## config.mk

```make
export PLATFORM = sky130hd
export DESIGN_NAME = lock_timer_sched_flat
export DESIGN_NICKNAME = d
export VERILOG_FILES = /design/src/rtl/lock_timer_sched_pkg.sv /design/src/rtl/lock_timer_sched_if.sv /design/src/rtl/lock_timer_sched_prescaler.sv /design/src/rtl/lock_timer_sched.sv /design/src/flat_wrapper.sv
export SDC_FILE = /design/constraint.sdc
export NUM_CORES = 1
export LEC_CHECK = 0
export BUFFER_PORTS_ARGS = -buffer_cell sky130_fd_sc_hd__buf_2
export CORE_UTILIZATION = 50
export DETAILED_ROUTE_END_ITERATION = 6
export GPL_ROUTABILITY_DRIVEN = 1
export PLACE_DENSITY = 0.74
export SYNTH_ARGS = -nofsm -noshare
export SYNTH_HDL_FRONTEND = slang
export SYNTH_SLANG_ARGS = --single-unit
export TNS_END_PERCENT = 5
```

## constraint.sdc

```tcl
create_clock -name clk_in -period 1.8 [get_ports clk_in]
set_clock_uncertainty 0.2 [all_clocks]
set_input_delay 0.36 -clock clk_in [delete_from_list [all_inputs] [get_ports clk_in]]
set_output_delay 0.36 -clock clk_in [all_outputs]
set_load 0.01 [all_outputs]
```

## src/rtl/lock_timer_sched_pkg.sv

```systemverilog
`default_nettype none
// ============================================================================
// Module   : lock_pkg
// Purpose  : Shared constants for the VGA lock timebase and timeout scheduler.
// Revision : 1.0  initial release
// ============================================================================
package lock_pkg;

  localparam int NUM_CH       = 4;
  localparam int DUR_W        = 8;
  localparam int TICK_DIV_25M = 1250000;

  localparam logic [0:0] IDLE = 1'b0;
  localparam logic [0:0] RUN  = 1'b1;

  localparam int CH_ENTRY   = 0;
  localparam int CH_LOCKOUT = 1;
  localparam int CH_BLINK   = 2;
  localparam int CH_MSG     = 3;

endpackage
`default_nettype wire

```

## src/rtl/lock_timer_sched_if.sv

```systemverilog
`default_nettype none
// ============================================================================
// Module   : lock_timer_sched_if
// Purpose  : Requester-side bundle of strobes, durations and timer status.
// Revision : 1.0  initial release
// ============================================================================
interface lock_timer_sched_if
  import lock_pkg::*;
#(
  parameter int NUM_CH = lock_pkg::NUM_CH,
  parameter int DUR_W  = lock_pkg::DUR_W
);

  logic [NUM_CH-1:0]       start;
  logic [NUM_CH-1:0]       cancel;
  logic [NUM_CH*DUR_W-1:0] dur;
  logic [NUM_CH-1:0]       busy;
  logic [NUM_CH-1:0]       done;
  logic                    tick;
  logic                    blink;

  modport master (output start, cancel, dur, input busy, done, tick, blink);
  modport slave  (input start, cancel, dur, output busy, done, tick, blink);

endinterface
`default_nettype wire

```

## src/rtl/lock_timer_sched_prescaler.sv

```systemverilog
`default_nettype none
// ============================================================================
// Module   : tick_prescaler
// Purpose  : Free-running divider producing a one-cycle tick and a blink level.
// Revision : 1.0  initial release
// ============================================================================
module tick_prescaler #(
  parameter int TICK_DIV = lock_pkg::TICK_DIV_25M,
  parameter int CNT_W    = 21
) (
  input  wire logic clk_in,
  input  wire logic rst,
  output logic      tick,
  output logic      blink
);

  localparam logic [CNT_W-1:0] c_last = CNT_W'(TICK_DIV - 1);

  logic [CNT_W-1:0] r_cnt;
  logic             r_tick;
  logic             r_blink;

  always_ff @(posedge clk_in or negedge rst) begin
    if (!rst) begin
      r_cnt   <= '0;
      r_tick  <= 1'b0;
      r_blink <= 1'b0;
    end else if (r_cnt == c_last) begin
      r_cnt   <= '0;
      r_tick  <= 1'b1;
      r_blink <= ~r_blink;
    end else begin
      r_cnt  <= r_cnt + 1'b1;
      r_tick <= 1'b0;
    end
  end

  assign tick  = r_tick;
  assign blink = r_blink;

endmodule
`default_nettype wire

```

## src/rtl/lock_timer_sched.sv

```systemverilog
`default_nettype none
// ============================================================================
// Module   : lock_timer_sched
// Purpose  : One shared prescaler driving NUM_CH independent countdown channels.
// Revision : 1.0  initial release
// ============================================================================
module lock_timer_sched
  import lock_pkg::*;
#(
  parameter int NUM_CH   = lock_pkg::NUM_CH,
  parameter int TICK_DIV = lock_pkg::TICK_DIV_25M,
  parameter int CNT_W    = 21,
  parameter int DUR_W    = lock_pkg::DUR_W
) (
  input  wire logic          clk_in,
  input  wire logic          rst,
  lock_timer_sched_if.slave  bus
);

  logic w_tick;
  logic w_blink;

  tick_prescaler #(
    .TICK_DIV (TICK_DIV),
    .CNT_W    (CNT_W)
  ) u_prescaler (
    .clk_in (clk_in),
    .rst    (rst),
    .tick   (w_tick),
    .blink  (w_blink)
  );

  assign bus.tick  = w_tick;
  assign bus.blink = w_blink;

  generate
    for (genvar g = 0; g < NUM_CH; g++) begin : g_ch
      logic [0:0]       r_state;
      logic [DUR_W-1:0] r_rem;
      logic             r_done;
      logic [DUR_W-1:0] w_dur;

      assign w_dur = bus.dur[g*DUR_W +: DUR_W];

      // cancel beats start beats tick; a tick landing with start is dropped
      always_ff @(posedge clk_in or negedge rst) begin
        if (!rst) begin
          r_state <= IDLE;
          r_rem   <= '0;
          r_done  <= 1'b0;
        end else begin
          r_done <= 1'b0;
          if (bus.cancel[g]) begin
            r_state <= IDLE;
            r_rem   <= '0;
          end else if (bus.start[g]) begin
            if (w_dur != '0) begin
              r_state <= RUN;
              r_rem   <= w_dur;
            end else begin
              r_state <= IDLE;
              r_rem   <= '0;
              r_done  <= 1'b1;
            end
          end else if (r_state == RUN && w_tick) begin
            if (r_rem == DUR_W'(1)) begin
              r_state <= IDLE;
              r_rem   <= '0;
              r_done  <= 1'b1;
            end else begin
              r_rem <= r_rem - 1'b1;
            end
          end
        end
      end

      assign bus.busy[g] = (r_state == RUN);
      assign bus.done[g] = r_done;
    end
  endgenerate

endmodule
`default_nettype wire

```

## src/flat_wrapper.sv

```systemverilog
// flat-port wrapper written by rule: the top's interface ports become plain ports
module lock_timer_sched_flat import lock_pkg::*;
#(
  parameter int NUM_CH   = lock_pkg::NUM_CH,
  parameter int TICK_DIV = lock_pkg::TICK_DIV_25M,
  parameter int CNT_W    = 21,
  parameter int DUR_W    = lock_pkg::DUR_W
)
  (clk_in, rst, bus_start, bus_cancel, bus_dur, bus_busy, bus_done, bus_tick, bus_blink);
  lock_timer_sched_if #(.NUM_CH(NUM_CH), .DUR_W(DUR_W)) bus_i ();
  input  wire logic clk_in;
  input  wire logic rst;
  input wire logic [$bits(bus_i.start)-1:0] bus_start;
  input wire logic [$bits(bus_i.cancel)-1:0] bus_cancel;
  input wire logic [$bits(bus_i.dur)-1:0] bus_dur;
  output wire logic [$bits(bus_i.busy)-1:0] bus_busy;
  output wire logic [$bits(bus_i.done)-1:0] bus_done;
  output wire logic [$bits(bus_i.tick)-1:0] bus_tick;
  output wire logic [$bits(bus_i.blink)-1:0] bus_blink;
  assign bus_i.start = bus_start;
  assign bus_i.cancel = bus_cancel;
  assign bus_i.dur = bus_dur;
  assign bus_busy = bus_i.busy;
  assign bus_done = bus_i.done;
  assign bus_tick = bus_i.tick;
  assign bus_blink = bus_i.blink;
  lock_timer_sched #(.NUM_CH(NUM_CH), .TICK_DIV(TICK_DIV), .CNT_W(CNT_W), .DUR_W(DUR_W)) u_core (.clk_in(clk_in), .rst(rst), .bus(bus_i));
endmodule
```

### Word-level counts from Yosys, hierarchy flattened

Index checks and enable logic that the tools add are counted.

| cells by class | value |
|---|---|
| add/subtract/negate cells | 5 |
| equal/unequal tests | 5 |
| multiplexer cells | 62 |
| bitwise logic cells | 1 |
| reductions and logical operators | 20 |

Operators by type and width:

| kind | count |
|---|---|
| $mux W8 | 20 |
| $mux W1 | 41 |
| $eq A8 B1 Y1 const B | 4 |
| $reduce_bool A8 Y1 | 4 |
| $sub A8 B1 Y8 const B | 4 |
| $reduce_bool A3 Y1 | 8 |
| $add A21 B1 Y21 const B | 1 |
| $eq A21 B21 Y1 const B | 1 |
| $mux W21 | 1 |
| $reduce_and A2 Y1 | 4 |
| $logic_and A1 B1 Y1 | 4 |
| $not A1 Y1 | 1 |

| word-level totals | value |
|---|---|
| bits in registers | 63 |
| bits of input ports | 42 |
| output and inout port bits | 10 |

### Logic depth before layout (Yosys ltp)

Gate-level depths: netlist of the first run.

| depth | value |
|---|---|
| depth in word-level cells | 5 |
| mapped depth | 6 |
| gate-level depth less buffers | 6 |

### Cells and area by module

From an unflattened synthesis of the first run, not the netlist that was laid out.

| second synthesis, totals | value |
|---|---|
| cells, all modules | 413 |
| area total of the unflattened synthesis | 3,831.2 sq um |

Modules (own cells, without submodules):

| module | instances | cells each | area an instance (sq um) | seq. area each (sq um) |
|---|---|---|---|---|
| lock_timer_sched | 1 | 312 | 2,641.3 | 1,001.0 |
| tick_prescaler | 1 | 101 | 1,189.9 | 575.6 |

### Worst setup path before layout of the first run

Ideal clock, no wire load.

| timing path | value |
|---|---|
| path kind | register to register |
| start point | register u_core.g_ch[1].r_rem[4] |
| end point | register u_core.g_ch[1].r_rem[2] |
| library setup time | 0.124 ns |
| data arrival time | 1.592 ns |
| required time | 1.476 ns |
| slack | -0.116 ns |
| cell stages (with the launch flop) | 5 |
| path buffers | 0 |
| period minus slack after synthesis | 1.916 ns |
| path through | dfrtp_1 or4_4 o31ai_1 nor3b_1 a211o_1 |

| between the ends | value |
|---|---|
| word-level cells in the longest chain between the ends | 5 |

RTL lines:

| item | RTL line | text |
|---|---|---|
| from (decl) | lock_timer_sched.sv:39 | `logic [DUR_W-1:0] r_rem;` |
| from (signal assigned) | lock_timer_sched.sv:59 | `r_rem <= w_dur;` |
| from (signal assigned) | lock_timer_sched.sv:71 | `r_rem <= r_rem - 1'b1;` |
| $eq A8 B1 Y1 | lock_timer_sched.sv:66 | `if (r_rem == DUR_W'(1)) begin` |
| $mux W8 | lock_timer_sched.sv:66 |  |
| $mux W8 | lock_timer_sched.sv:65 | `end else if (r_state == RUN && w_tick) begin` |
| $mux W8 | lock_timer_sched.sv:56 | `end else if (bus.start[g]) begin` |
| $mux W8 | lock_timer_sched.sv:53 | `if (bus.cancel[g]) begin` |

No other way between the ends. The select of a mux whose other input is x is not followed.
A chain may end at the register's enable or synchronous reset.

### Final worst setup path of the first run

| timing path | value |
|---|---|
| start point | register u_core.g_ch[3].r_rem[5] |
| end point | register u_core.g_ch[3].r_rem[7] |

| between the ends | value |
|---|---|
| word-level cells in the longest chain between the ends | 5 |

RTL lines:

| item | RTL line |
|---|---|
| from (decl) | lock_timer_sched.sv:39 |
| from (signal assigned) | lock_timer_sched.sv:59 |
| from (signal assigned) | lock_timer_sched.sv:71 |
| $sub A8 B1 Y8 / $eq A8 B1 Y1 (equally long branches) | lock_timer_sched.sv:71, lock_timer_sched.sv:66 |
| $mux W8 * | lock_timer_sched.sv:66 |
| $mux W8 * | lock_timer_sched.sv:65 |
| $mux W8 * | lock_timer_sched.sv:56 |
| $mux W8 * | lock_timer_sched.sv:53 |

Every way passes the cells marked *; elsewhere a longest branch is shown, timed or not. The select of a mux whose other input is x is not followed.

==> results.md, run 1 <==
- Area leader, netlist: dfrtp_1
- Routed Antenna Nets: 0
- Sink Count: 63
- Synth cell count leaders: 63 x dfrtp_1, 38 x nor2_1, 29 x a21oi_1
- GRT overflow: 0
- Commonest register cell after synthesis: dfrtp_1
- Nets: 564
- Yosys top cell area share: 0.4214
- Max transition margin: 0.7667
- Required @ worst endpoint: 1860 ps
- Max VDD drop: 0.5788 mV
- Routed vias: 3565
- PD cells: 702.3 mW/mm²
- Post-synthesis sequential area ratio: 0.4214
- Post-route DRC violation count: 0
- Largest cells by area after synthesis: dfrtp_1 42%, a21oi_1 3.9%, nor2_1 3.8%
- Die area: 0.007832 mm²
- Leak: 2.212 nW
- Fillers: 587
- Synth Register Bits: 63
- Final core utilization: 0.6733
- # diodes: 0
- Worst EP arrival: 2030 ps
- HP Class: primary input to flop
- GR Util All Layers: 0.2466
- Synthesized area: 0.003741 mm²
- Initial DRC count: 211
- Fin crit share: 1.096
- Initial antenna violation count: 0
- FP Rows: 31
- Die X: 88.50 µm
- Final setup viols: 17
- Netlist cell types: 55
- Fmax: 506.9 MHz
- Cell Area, Placed: 0.004467 mm²
- Final Hold Vio Count: 0
- Post-synth EDFFs: 0
- Reg2Reg Launch Point: u_core.g_ch[3].r_rem[5]
- H-tree levels: 3
- Clk buf depth: 2
- Syn nets: 465
- Outcome: finished with violations
- Final min period: 1973 ps
- Root Driver: clkbuf_8
- Layout cells sized above 1: 0.3147
- Cell with the most instances after synthesis: dfrtp_1
- Port buffer count: 51
- Hpwl dp: 6591 µm
- Startpoint type of the worst setup path: flop
- TritonCTS buffer count: 9
- RSZ-0062 raised after global routing: yes
- Post-synth ARST share: 1.000
- Violated checks: setup timing
- Worst Path Class, Setup: flop to flop
- Reg clk slew, reported paths: 70 ps
- Slew @ Worst Pin: 346.8 ps
- CP Launch Point: u_core.g_ch[3].r_rem[5]
- First-pass GRT wire length: 14850 µm
- Largest net degree at the start of global routing: 64
- Max Slew Vio Count: 0
- Worst Setup End Kind: flop
- Core box area: 0.007253 mm²
- Die H: 88.50 µm
- Mapped Cells: 414
- Vias per cell: 5.778
- Worst Hold Launch: bus_dur[10]
- CTS tree: yes
- Initial Util: 0.5158
- Clk_lat worst skew: 340 ps
- Vias in the first global route: 3287
- Final wirelength: 9366 µm
- Critical Path Fanout Max: 3
- Design Area, Final: 0.004883 mm²
- Area Growth Syn to Fin: 30.54%
- # IOs: 52
- DR WL/cell: 15.18 µm
- Drt pass-1 iters: 4
- MaxCap Viol Count: 0
- GPL Wtd Cong: 0.8911
- Warnings from Yosys: 0
- Syn_area_per_cell: 9.036 µm²
- Fin worst setup slack: -172.7 ps
[cell families (layout without fill, tap and decap cells)]
group | after synthesis | in the layout | share of synthesized area
flip-flops | 63 | 63 | 0.4214
XOR/XNOR | 24 | 24 | 0.05619
buffers and inverters | 46 | 150 | 0.05518
AND/OR/NAND/NOR | 177 | 177 | 0.2629
adder cells (fa/ha/maj) | 9 | 9 | 0.03010
AO/OA/AOI/OAI | 88 | 88 | 0.1555
multiplexers | 7 | 7 | 0.01873
[layout make-up]
class,instances,area (µm²),share of cell area
Multi-Input combinational cell,305,2133,0.4368
Tap cell,99,123.9,0.02537
Clock inverter,2,35.03,0.007174
Inverter,21,78.83,0.01614
Timing Repair Buffer,113,743.2,0.1522
Sequential cell,63,1577,0.3228
Clock buffer,14,192.7,0.03946
[per-stage QoR]
step	instances	total power [mW]	setup TNS (ps)	hold WS [ps]	worst slack, ps
finish	617	3.430	-657.7	54.35	-172.7
global route	617	3.598	-2548	44.32	-225.3
CTS	616	3.417	-409.2	43.45	-183.6
detailed placement	599	2.042	-611.3	194.1	-189.6
global placement	599	2.023	-397.8	195.9	-112.1
floorplan	414	1.819	-1351	-135.6	-107.4
[layer usage]
metal  share of wire  GRT usage
met5               0          0
met4           0.017    0.09531
met3           0.044    0.07276
met2            0.48     0.3951
met1            0.46     0.3153
[power breakdown]
| group | total [mW] | switching, mW | leakage, nW | internal (mW) |
|---|---|---|---|---|
| Combinational | 0.547 | 0.292 | 1.26 | 0.255 |
| Sequential | 1.52 | 0.0516 | 0.834 | 1.47 |
| Clock | 1.36 | 0.536 | 0.119 | 0.827 |
| Total | 3.43 | 0.879 | 2.21 | 2.55 |
[sequential cells by signal, indices dropped and copies added (netlist names)]
signal	cells
u_core.g_ch.r_state	4
u_core.u_prescaler.tick	1
u_core.g_ch.r_rem	32
u_core.u_prescaler.r_cnt	21
u_core.u_prescaler.blink	1
u_core.g_ch.r_done	4
[what timing repair did]
action | CTS | global route
endpoints found under the hold margin | 63 | 0
buffers inserted | 0 | 1
resized for setup | 10 | 25
hold buffers | 1 | 0
endpoints found under the setup margin | 27 | 47
pin swaps | 11 | 8
[worst paths after layout]
check | end | slack [ps] | cells after the start
min in group asynchronous | u_core.g_ch[0].r_rem[6] | 360 | 3
min | u_core.g_ch[1].r_rem[2] | 50 | 2
max | u_core.g_ch[3].r_rem[7] | -170 | 4
max reg2reg | u_core.g_ch[3].r_rem[7] | -170 | 4
min reg2reg | u_core.u_prescaler.blink | 270 | 1
max in group asynchronous | u_core.g_ch[2].r_rem[5] | 740 | 3
[critical path, stage by stage, from the launching register on]
cell,delay [ps]
dfrtp_1,380
or4_4,560
nor3_4,130
or4b_1,440
a31oi_1,190
[layout by cell type, fill, tap and decap left out, types with 2 or more instances in the layout]
cell and n:
o22ai_1 3, nand3_1 20, nor3b_1 3, nor2_1 37
or4_4 5, nand2b_1 4, buf_4 58, a32oi_1 2
nor3_1 18, xor2_1 11, or4_1 13, a22oi_1 3
a211oi_1 5, a31oi_1 5, nand4bb_1 2, o22ai_2 2
nand3b_1 2, o21ai_1 2, xnor2_1 13, dfrtp_1 63
o31a_1 7, nand2_1 25, o32ai_1 3, a311oi_1 2
nor4_2 4, nor3b_2 3, nand4_1 2, nor3_2 6
a21oi_1 29, a211o_1 4, ha_1 7, clkbuf_8 14
buf_6 2, buf_2 51, o21ai_0 8, mux2i_1 7
inv_1 21, and2_1 4, and3_1 10, nor4_1 4
No activity file was read; power rests on OpenSTA's default activity.
==> run 2, diff against run 1 <==
Settings changed: PLACE_DENSITY 0.74 to 0.71.
Clock period 1.8 ns to 2.4 ns, I/O delays scaled along.
==> results.md, run 2 (synthesis results as in run 1) <==
- Most flops, register: u_core.g_ch.r_rem
- Final setup viols: 0 (-17)
- Max VDD drop: 0.2733 mV (-53%)
- CTS tree: yes
- Most frequent cells in the layout: 63 x dfrtp_1, 51 x buf_2, 38 x nor2_1
- TritonCTS buffer count: 9 (unchanged)
- # diodes: 0 (unchanged)
- Area Growth Syn to Fin: 13.21%
- Worst reg2reg endpoint: u_core.g_ch[2].r_done
- Logic pwr share: 0.134 (-0.026)
- Startpoint type of the worst setup path: flop
- Switching pwr: 0.5928 mW (-33%)
- H-tree levels: 3 (unchanged)
- Clk_lat worst skew: 330 ps (about the same)
- Core box area: 0.007253 mm² (unchanged)
- GPL Wtd Cong: 0.9336 (+4.8%)
- GRT overflow: 0 (unchanged)
- RSZ-0062 raised after global routing: no
- Required @ worst endpoint: 2430 ps (+570 ps)
- Max reg flops: 32 (unchanged)
- Net Sw Frac: 0.2592 (+0.002814)
- Critical Path Fanout Max: 5 (+2)
- Worst Path Class, Setup: flop to flop
- Vias per cell: 5.750 (-0.48%)
- PD cells: 540.1 mW/mm² (-23%)
- HP Class: primary input to flop
- # IOs: 52 (unchanged)
- CP Launch Point: u_core.g_ch[2].r_rem[4]
- Top flop regs: u_core.g_ch.r_rem: 32 flops, u_core.u_prescaler.r_cnt: 21 flops
- Layout cells sized above 1: 0.1670 (-0.1476)
- Pwr Total: 2.287 mW (-33%)
- Routed vias: 3220 (-9.7%)
- Fin crit share: 0.8890 (-0.2069)
- Final wirelength: 8056 µm (-14%)
- Worst Hold Launch: bus_dur[10]
- First-pass GRT wire length: 13560 µm (-8.7%)
- Sink Count: 63 (unchanged)
- Final min period: 2134 ps (+161.0 ps)
- DR WL/cell: 14.39 µm (-5.2%)
- Max Slew Vio Count: 0 (unchanged)
- Worst EP arrival: 2160 ps (+130 ps)
- FP Rows: 31 (unchanged)
- Initial Util: 0.5158 (unchanged)
- Clk buf depth: 2 (unchanged)
- Outcome: finished, final reports clean
- MaxCap Viol Count: 0 (unchanged)
- Drt pass-1 iters: 4 (unchanged)
- Vias in the first global route: 3004 (-8.6%)
- Reg2Reg Launch Point: u_core.g_ch[2].r_rem[4]
- Max transition margin: 0.5996 (-0.1670)
- Sequential power share: 0.503 (+0.060)
- Largest net degree at the start of global routing: 64 (unchanged)
- Routed Antenna Nets: 0 (unchanged)
- Final Hold Vio Count: 0 (unchanged)
- Hpwl dp: 5870 µm (-11%)
- Nets: 508 (-9.9%)
- Initial antenna violation count: 0 (unchanged)
- Post-CTS Repair Setup Buffers: 0 (unchanged)
- Design Area, Final: 0.004235 mm² (-13%)
- Worst Setup End Kind: flop
- Port buffer count: 51 (unchanged)
- Cell Area, Placed: 0.004049 mm² (-9.4%)
- Initial DRC count: 223 (+5.7%)
- Worst r2r path cells: 4 (unchanged)
- Leak: 1.850 nW (-16%)
- Die area: 0.007832 mm² (unchanged)
- Reg clk slew, reported paths: 60 ps (about the same)
- Root Driver: clkbuf_8
- Slew @ Worst Pin: 600.6 ps (+253.8 ps)
- Die X: 88.50 µm (unchanged)
- Post-route DRC violation count: 0 (unchanged)
- FF-to-FF setup slack: 270 ps (+440 ps)
- Internal cell power: 1.695 mW (-34%)
- Setup TNS: 0 ps (+657.7 ps)
- CP Capture Point: u_core.g_ch[2].r_done
- Most common cell after layout, fill and taps aside: dfrtp_1
- GR Util All Layers: 0.2223 (-0.02430)
- Fmax: 468.7 MHz (-7.5%)
- Final core utilization: 0.5839 (-0.08936)
- Die H: 88.50 µm (unchanged)
- Clock power frac: 0.363 (-0.034)
[run 2: critical path: stages, from the launching register on]
cell	delay, ps
dfrtp_1	420
or4_4	570
nor3_1	480
a21oi_1	140
nor3b_1	230
[run 2: repair_timing]
item | in CTS | in global routing
gates resized for setup | 0 | 0
endpoints found under the hold margin | 63 | 0
hold buffers | 1 | 0
[run 2: per-layer routing]
| layer | vias to the layer above | track usage | wire (µm) |
|---|---|---|---|
| li1 | 1595 | - | - |
| met1 | 1552 | 0.2965 | 3915 |
| met2 | 65 | 0.3615 | 3789 |
| met3 | 8 | 0.03265 | 254 |
| met4 | 0 | 0.09677 | 97 |
| met5 | - | 0 | 0 |
[run 2: how the worst min path moves through the flow]
stage | end | slack, ps | depth (start not counted)
floorplan | u_core.g_ch[0].r_done | -20 | 0
finish | u_core.g_ch[1].r_rem[2] | 180 | 2
CTS | u_core.g_ch[1].r_rem[2] | 160 | 2
detailed placement | u_core.u_prescaler.blink | 260 | 1
global placement | u_core.u_prescaler.blink | 270 | 1
global route | u_core.g_ch[1].r_rem[2] | 170 | 2
[run 2: power by group through the flow]
stage / registers (mW) / clock network (mW) / logic (mW)
2_1_floorplan: 1.16 / 0 / 0.207
3_3_place_gp: 1.17 / 0 / 0.301
3_5_place_dp: 1.17 / 0 / 0.306
4_1_cts: 1.15 / 0.855 / 0.308
5_1_grt: 1.16 / 0.899 / 0.347
6_report: 1.15 / 0.831 / 0.306
[run 2: stage by stage]
| stage | hold WS, ps | cells | worst slack, ps |
|---|---|---|---|
| 5_1_grt | 165.6 | 560 | 127.3 |
| 3_3_place_gp | 270.0 | 544 | 273.6 |
| 6_report | 177.4 | 560 | 266.4 |
| 4_1_cts | 160.8 | 560 | 279.4 |
| 3_5_place_dp | 263.1 | 544 | 284.1 |
| 2_1_floorplan | -15.59 | 414 | 483.6 |
[run 2: layout make-up]
| cell class | instances | area (µm²) |
|---|---|---|
| Fill cell | 669 | 3018 |
| Multi-Input combinational cell | 305 | 1964 |
| Sequential cell | 63 | 1577 |
| Timing Repair Buffer | 57 | 315.3 |
| Clock buffer | 15 | 176.4 |
| Tap cell | 99 | 123.9 |
| Inverter | 21 | 78.83 |
==> run 3, diff against run 2 <==
Settings changed: GPL_TIMING_DRIVEN set to 0.
==> results.md, run 3 (synthesis results as in run 1) <==
- Max Slew Vio Count: 0 (unchanged)
- Max VDD drop: 0.2935 mV (+7.4%)
- Fillers: 651 (-2.7%)
- Post-CTS Repair Setup Buffers: 0 (unchanged)
- Core box area: 0.007253 mm² (unchanged)
- Layout cells sized above 1: 0.1715 (+0.004520)
- GPL Wtd Cong: 0.9199 (-1.5%)
- Max incr delay on CP: 530 ps (-40 ps)
- Multi-input logic area: 0.001963 mm² (about the same)
- Nets: 524 (+3.1%)
- Final min period: 2191 ps (+57.20 ps)
- # diodes: 0 (unchanged)
- Port buffer count: 48 (-5.9%)
- CTS tree: yes
- Placed cell count: 561 (+3.1%)
- Setup TNS: 0 ps (unchanged)
- Critical Path Fanout Max: 10 (+5)
- Fin crit share: 0.9128 (+0.02383)
- Root Driver: clkbuf_8
- Max transition margin: 0.4853 (-0.1143)
- Die X: 88.50 µm (unchanged)
- Initial DRC count: 148 (-34%)
- CP bufs+invs: 1 (+1)
- Slew @ Worst Pin: 772.0 ps (+171.4 ps)
- Cell mode on critical path: nor4_1
- TritonCTS buffer count: 9 (unchanged)
- Most flops, register: u_core.g_ch.r_rem
- Post-route DRC violation count: 0 (unchanged)
- Initial Util: 0.5158 (unchanged)
- Die area: 0.007832 mm² (unchanged)
- Initial antenna violation count: 0 (unchanged)
- Final Hold Vio Count: 0 (unchanged)
- Clk_lat worst skew: 340 ps (about the same)
- Required @ worst endpoint: 2460 ps (+30 ps)
- Reg clk slew, reported paths: 70 ps (about the same)
- Most frequent cells in the layout: 63 x dfrtp_1, 50 x buf_2, 38 x nor2_1
- RSZ-0062 raised after global routing: no
- Startpoint type of the worst setup path: flop
- Final setup viols: 0 (unchanged)
- Max reg flops: 32 (unchanged)
- GR Util All Layers: 0.2279 (+0.005570)
- Worst Path Class, Setup: flop to flop
- HP Class: primary input to async pin
- Worst EP arrival: 2250 ps (+90 ps)
- Fmax: 456.4 MHz (-2.6%)
- # IOs: 52 (unchanged)
- Sink Count: 63 (unchanged)
- H-tree levels: 3 (unchanged)
- DR WL/cell: 14.42 µm (+0.22%)
- Vias in the first global route: 2982 (-0.73%)
- Drt pass-1 iters: 5 (+1)
- Delay-heaviest family, CP: simple AND/OR/NAND/NOR gates
- MaxCap Viol Count: 0 (unchanged)
- Crit-path cells: nor4_1, nand3_1, nor4_1, buf_2, xor2_1
- Hpwl dp: 5983 µm (+1.9%)
- Layout Cells excl Fill: 577 (+3.0%)
- Outcome: finished, final reports clean
- Clk buf depth: 2 (unchanged)
- Area Growth Syn to Fin: 15.92%
- Die H: 88.50 µm (unchanged)
- Most common cell after layout, fill and taps aside: dfrtp_1
- Register area: 0.001577 mm² (unchanged)
- GRT overflow: 0 (unchanged)
- PD cells: 577.9 mW/mm² (+7.0%)
- Routed vias: 3268 (+1.5%)
- Routed Antenna Nets: 0 (unchanged)
- First-pass GRT wire length: 13700 µm (+1.1%)
- FP Rows: 31 (unchanged)
- Leak: 1.904 nW (+2.9%)
- CP max-delay cell: nor4_1
- Largest net degree at the start of global routing: 64 (unchanged)
- Vias per cell: 5.664 (-1.5%)
- Worst Setup End Kind: flop
- Final wirelength: 8319 µm (+3.3%)
- Top flop regs: u_core.g_ch.r_rem: 32 flops, u_core.u_prescaler.r_cnt: 21 flops
[run 3: final timing paths]
check / start / to / cells past startpoint / slack, ps
min reg2reg: u_core.u_prescaler.blink / u_core.u_prescaler.blink / 1 / 270
max in group asynchronous: rst / u_core.u_prescaler.r_cnt[17] / 1 / 1470
max: u_core.u_prescaler.r_cnt[13] / u_core.u_prescaler.blink / 5 / 210
min: rst / u_core.g_ch[0].r_rem[6] / 1 / 10
max reg2reg: u_core.u_prescaler.r_cnt[13] / u_core.u_prescaler.blink / 5 / 210
min in group clk_in: bus_dur[10] / u_core.g_ch[1].r_rem[2] / 2 / 160
[run 3: routing by layer]
| metal | GRT usage | part of all wire |
|---|---|---|
| met1 | 0.3014 | 0.47 |
| met2 | 0.3797 | 0.48 |
| met3 | 0.03451 | 0.036 |
| met4 | 0.08504 | 0.012 |
| met5 | 0 | 0 |
[run 3: timing repair]
item,4_1_cts,5_1_grt
setup endpoints to repair,0,4
resized for setup,0,1
hold buffers,0,0
endpoints found under the hold margin,0,0
[run 3: area by class of cell]
class | instances | share of cell area
flip-flops and latches | 63 | 0.3635
repair buffers | 48 | 0.05597
clock inverters | 3 | 0.01500
clock buffers | 13 | 0.03664
plain buffers | 25 | 0.02943
well taps | 99 | 0.02856
inverters | 21 | 0.01818
multi-input cells | 305 | 0.4527
[run 3: power breakdown]
group / leakage (nW) / switching, mW / total (mW) / internal [mW]
Combinational: 0.956 / 0.173 / 0.315 / 0.142
Sequential: 0.834 / 0.0496 / 1.15 / 1.10
Clock: 0.114 / 0.399 / 1.04 / 0.641
[run 3: metrics by stage]
stage	util	setup WS (ps)	power [mW]	instance area, µm²	hold slack, ps
after global routing	0.5979	61.52	2.639	4337	82.81
after floorplan	-	483.6	1.364	3741	-15.59
after CTS	0.5972	87.80	2.530	4332	46.72
final	0.5979	209.2	2.506	4337	15.00
after detailed placement	0.5663	166.1	1.484	4108	255.4
after global placement	0.5660	190.2	1.474	4105	253.2
[run 3: worst register-to-register path, cell delays in order (launching register included)]
cell     delay (ps)
dfrtp_1         430
nor4_1          320
nand3_1         140
nor4_1          530
buf_2           340
xor2_1          170
